## src/rtl/fft_pkg.sv

```systemverilog
// fft_pkg: shared FFT types and helpers (sample word, log2 size, bit reversal)
package fft_pkg;
    localparam int SAMPLE_W = 16;
    localparam int DEF_SAMPLES = 8;
    localparam int LOG2_SAMPLES = $clog2(DEF_SAMPLES);
    typedef logic [SAMPLE_W-1:0] sample_t;
    function automatic logic [31:0] bitrev(input logic [31:0] idx, input int nbits);
        logic [31:0] r;
        r = '0;
        for (int i = 0; i < nbits; i++) r[nbits-1-i] = idx[i];
        return r;
    endfunction
endpackage

```

## src/rtl/fft_wr_addr_gen.sv

```systemverilog
// fft_wr_addr_gen: write pointer with wrap and bank address; FFT_FRAME_BITREV_EN bit-reverses the address
module fft_wr_addr_gen
    import fft_pkg::*;
#(
    parameter int SAMPLES = 8,
    localparam int AW = $clog2(SAMPLES)
) (
    input  logic          clk,
    input  logic          rst,
    input  logic          en,
    output logic [AW-1:0] wr_ptr,
    output logic [AW-1:0] addr,
    output logic          last_sample
);
    assign last_sample = wr_ptr == AW'(SAMPLES - 1);
`ifdef FFT_FRAME_BITREV_EN
    assign addr = AW'(bitrev(32'(wr_ptr), AW));
`else
    assign addr = wr_ptr;
`endif
    always_ff @(posedge clk) begin
        if (rst) wr_ptr <= '0;
        else if (en) wr_ptr <= last_sample ? '0 : wr_ptr + 1'b1;
    end
endmodule

```

## src/rtl/fft_frame_collector.sv

```systemverilog
// fft_frame_collector: ping-pong serial-to-frame collector for the FFT; FFT_FRAME_BITREV_EN stores frames bit-reversed
module fft_frame_collector
    import fft_pkg::*;
#(
    parameter int WIDTH   = 16,
    parameter int SAMPLES = 8,
    parameter int SEQ_W   = 8
) (
    input  logic                       clk,
    input  logic                       rst,
    input  logic                       in_valid,
    output logic                       in_ready,
    input  logic [WIDTH-1:0]           in_data,
    output logic                       frame_valid,
    input  logic                       frame_ready,
    output logic [WIDTH-1:0]           frame_data [SAMPLES-1:0],
    output logic [SEQ_W-1:0]           frame_seq,
    output logic [$clog2(SAMPLES)-1:0] in_frame_fill
);
    localparam int AW = $clog2(SAMPLES);
    logic [1:0]       full;
    logic             wr_bank, rd_bank, last_sample;
    logic [SEQ_W-1:0] seq;
    logic [AW-1:0]    addr;
    logic [WIDTH-1:0] bank [2][SAMPLES];
    logic             wr_en, rd_en;
    assign in_ready    = !full[wr_bank];
    assign frame_valid = full[rd_bank];
    assign frame_seq   = seq;
    assign wr_en       = in_valid && in_ready;
    assign rd_en       = frame_valid && frame_ready;
    fft_wr_addr_gen #(.SAMPLES(SAMPLES)) u_addr (
        .clk(clk),
        .rst(rst),
        .en(wr_en),
        .wr_ptr(in_frame_fill),
        .addr(addr),
        .last_sample(last_sample)
    );
    for (genvar i = 0; i < SAMPLES; i++) begin : g_out
        assign frame_data[i] = bank[rd_bank][i];
    end
    always_ff @(posedge clk) begin
        if (wr_en) bank[wr_bank][addr] <= in_data;
    end
    // a write into wr_bank and a read from rd_bank never target the same bank
    always_ff @(posedge clk) begin
        if (rst) begin
            full    <= '0;
            wr_bank <= 1'b0;
            rd_bank <= 1'b0;
            seq     <= '0;
        end else begin
            if (wr_en && last_sample) begin
                full[wr_bank] <= 1'b1;
                wr_bank       <= ~wr_bank;
            end
            if (rd_en) begin
                full[rd_bank] <= 1'b0;
                rd_bank       <= ~rd_bank;
                seq           <= seq + 1'b1;
            end
        end
    end
endmodule

```

## config.mk

```make
export PLATFORM = sky130hd
export DESIGN_NAME = fft_frame_collector
export DESIGN_NICKNAME = d
export VERILOG_FILES = /design/src/rtl/fft_pkg.sv /design/src/rtl/fft_wr_addr_gen.sv /design/src/rtl/fft_frame_collector.sv
export SDC_FILE = /design/constraint.sdc
export NUM_CORES = 1
export LEC_CHECK = 0
export ABC_AREA = 1
export CAP_MARGIN = 10
export CORE_ASPECT_RATIO = 0.9
export CORE_MARGIN = 2
export CORE_UTILIZATION = 57
export CTS_BUF_LIST = sky130_fd_sc_hd__clkbuf_16
export DETAILED_ROUTE_END_ITERATION = 16
export GPL_TIMING_DRIVEN = 0
export HOLD_SLACK_MARGIN = 0.15
export PLACE_DENSITY = 0.84
export SETUP_SLACK_MARGIN = 0.15
export SLEW_MARGIN = 15
export SYNTH_ARGS = -nofsm -noshare
export SYNTH_HDL_FRONTEND = slang
export SYNTH_SLANG_ARGS = --single-unit
```

## constraint.sdc

```tcl
create_clock -name clk -period 5.75 [get_ports clk]
set_input_delay 1.4375 -clock clk [delete_from_list [all_inputs] [get_ports clk]]
set_output_delay 1.4375 -clock clk [all_outputs]
set_load 0.05 [all_outputs]
```

==> results.cfg <==
[drt]
drtIter0Drc = 398
vias_per_cell = 5.49
drc = 0
ant_nets = 0
dr.pass1.iters = 5
vias = 5379
wire_per_inst_microns = 22.5
route.final.wire_length_microns = 22000

[power]
p_int_w = 0.00335
p_comb_frac = 0.061
clock_power_share = 0.420
leakagePower_nw = 4.32
power_w = 0.00425
peakVddDrop_mv = 0.271
powerDensity_nw_per_um2 = 327
swShare = 0.211
switching_power_w = 0.000896
p_seq_frac = 0.519

[worst_setup_path]
critPathMaxStageDelay_ns = 0.75
crit_path_top_delay_cell = clkdlybuf4s50_1
required_ns = 4.31
arrival_ns = 2.52
rrSetupSlack_ns = 3.65
r2r_cells = 7
worstSetupStartpointType = flop
cp_cell_sequence = buf_2 -> buf_4 -> mux2_2 -> clkdlybuf4s50_1
crit_type = reg -> out
r2r_start = full[1]$_SDFF_PP0_
crit_fanout = 10
worstReg2RegEnd = bank[1][127]$_DFFE_PP_
end_kind = output port

[cells_and_area]
nets = 744
fin_area_sq_um = 13000
area_growth_pct = 28.1
drive_gt1_frac = 0.292
antenna_cells = 0
fill_cells = 1019

[run]
drv_cap = 0

[timing]
setup_viol = 0
worst_slew_pin_slew_ns = 0.935
setup_tns_ns = 0
hold_viol_final = 0
hold_ws_ns = 0.505
slew_violations = 0
period_needed_ns = 3.96
finClkSkew_ns = 0.0153
fmax_ghz = 0.252
min_period_over_period = 0.689
rsz0062_at_grt = no
slew_headroom = 0.376

[clock_network]
clkTransAtPathRegs_ns = 0.07
cts-resized-gates = 0
cts_hold_buffers = 0
post-cts-setup-buffers = 0
cts_buffers = 27
cts_tree = yes
clock-root-buffer = clkbuf_16
cts.sinks = 272
clockBufferDepth = 3
clock_latency_ns = 0.53
htreeDepth = 1

[outcome]
outcome = finished clean

[yosys]
synth_cell_types = 26
yosysWarningCount = 0
yosys-top-cells-count = edfxtp_1, mux2_2, nor2_1
async_reset_ff_frac = 0
synth_fp_nets = 555
yosysTopAreaCell = edfxtp_1
synthesis.area_sq_um = 10100
synth-seq-area-share = 0.789
ys_dominant_reg_cell = edfxtp_1
ys_seq_elements = 272
post-synth-top-count-cell = edfxtp_1
synth_top_cell_area_share = 0.758
synth_area_leaders = edfxtp_1, mux2_2, dfxtp_1
syn_avg_cell_area_sq_um = 19.1
synth_edf_count = 256
syn_inst = 532

[global_routing]
grt_pass1_vias = 5453
grt_max_degree = 17
grt_antenna_before_repair = 0
overflow = 0
grt_util_all_layers = 0.232
grt_pass1_wl_microns = 31700

[die]
io_pins = 161
die_w_microns = 145
coreArea_sq_um = 17600
fp-row-count = 46
initial_core_util = 0.578
die_height_microns = 131
dieArea_sq_um = 18900

[min_path]
hp-start = frame_seq[2]$_SDFFE_PP0P_
hold_depth = 2
min_to = frame_seq[2]$_SDFFE_PP0P_
min_path_type = reg -> reg

[place]
gp_congestion = 0.824
port_buffers = 160
place_area_sq_um = 12100
hpwl_microns = 13400
[metrics by stage]
stage / util / setup slack [ns] / std cells
2_1_floorplan: - / 2.91 / 532
4_1_cts: 0.740 / 1.76 / 980
5_1_grt: 0.740 / 1.70 / 980
6_report: 0.740 / 1.79 / 980
3_3_place_gp: 0.686 / 1.94 / 932
3_5_place_dp: 0.689 / 2.26 / 932
[area by class of cell]
| type | instances | area, sq um | area share |
|---|---|---|---|
| inverter | 16 | 60.1 | 0.00462 |
| tap | 240 | 300 | 0.0231 |
| multi-input combinational | 228 | 2010 | 0.155 |
| clock buffer | 27 | 676 | 0.0520 |
| clock inverter | 21 | 229 | 0.0176 |
| sequential | 272 | 8010 | 0.616 |
| buffer | 16 | 109 | 0.00838 |
| timing repair buffer | 160 | 1600 | 0.123 |
[flip-flops by register name (all words and copies together), names as in the netlist, named ones only]
name	count
bank	256
u_addr.addr	3
rd_bank	1
full	2
frame_seq	8
wr_bank	1
[worst max path at each step]
| stage | from | to | slack [ns] | cells after the start |
|---|---|---|---|---|
| after floorplan | in_valid | bank[0][0]$_DFFE_PP_ | 2.91 | 4 |
| after global placement | in_valid | bank[0][109]$_DFFE_PP_ | 1.94 | 5 |
| after detailed placement | in_valid | bank[1][3]$_DFFE_PP_ | 2.26 | 5 |
| after CTS | flop | frame_data[95] | 1.76 | 4 |
| after global routing | flop | frame_data[64] | 1.70 | 4 |
| final | flop | frame_data[95] | 1.79 | 4 |
[cell families after synthesis]
group,after synthesis,share of synthesized area
DFF,272,0.789
AOI/OAI and AO/OA,20,0.0109
adders and majority gates,3,0.00370
xor gates and xnor gates,1,0.000863
and+or+nand+nor,76,0.0366
muxes,128,0.142
buffers and inverters,32,0.0166
[per-layer routing]
metal	GRT usage	up-vias	part of all wire
met2	0.389	223	0.49
met5	0	-	0
met3	0.0517	39	0.073
met1	0.311	2725	0.41
li1	-	2392	-
met4	0.0662	0	0.026
[worst max-delay path: cells and delay by family, from the launching register on]
kind                   cells  cell delay, ns
buffers and inverters      3            1.32
DFF                        1            0.32
muxes                      1            0.35
[cell usage in the layout, fill, tap and decap left out, types with 2 or more instances in the layout]
cell type	synthesis	routed
dfxtp_1	16	16
edfxtp_1	256	256
o21ai_0	6	6
a21oi_1	10	10
clkdlybuf4s50_1	0	160
o21ai_2	2	2
clkinv_2	0	5
mux2_2	128	128
ha_1	3	3
nand2_2	6	6
nand2_1	27	27
nor2_8	2	2
nand4_1	2	2
buf_2	3	3
clkinv_1	0	4
nand3_1	3	3
clkinvlp_4	0	2
nor2_2	1	17
inv_1	14	18
inv_2	2	2
clkbuf_16	0	27
buf_4	12	12
bufinv_16	0	5
nor2_1	31	15
[power by group through the flow]
stage | registers [W] | clock network [W] | logic, W
after floorplan | 0.00225 | 0 | 0.000137
after global placement | 0.00225 | 0 | 0.000253
after detailed placement | 0.00225 | 0 | 0.000260
after CTS | 0.00221 | 0.00180 | 0.000261
after global routing | 0.00221 | 0.00188 | 0.000271
final | 0.00221 | 0.00178 | 0.000259
No activity file was read; power rests on OpenSTA's default activity.
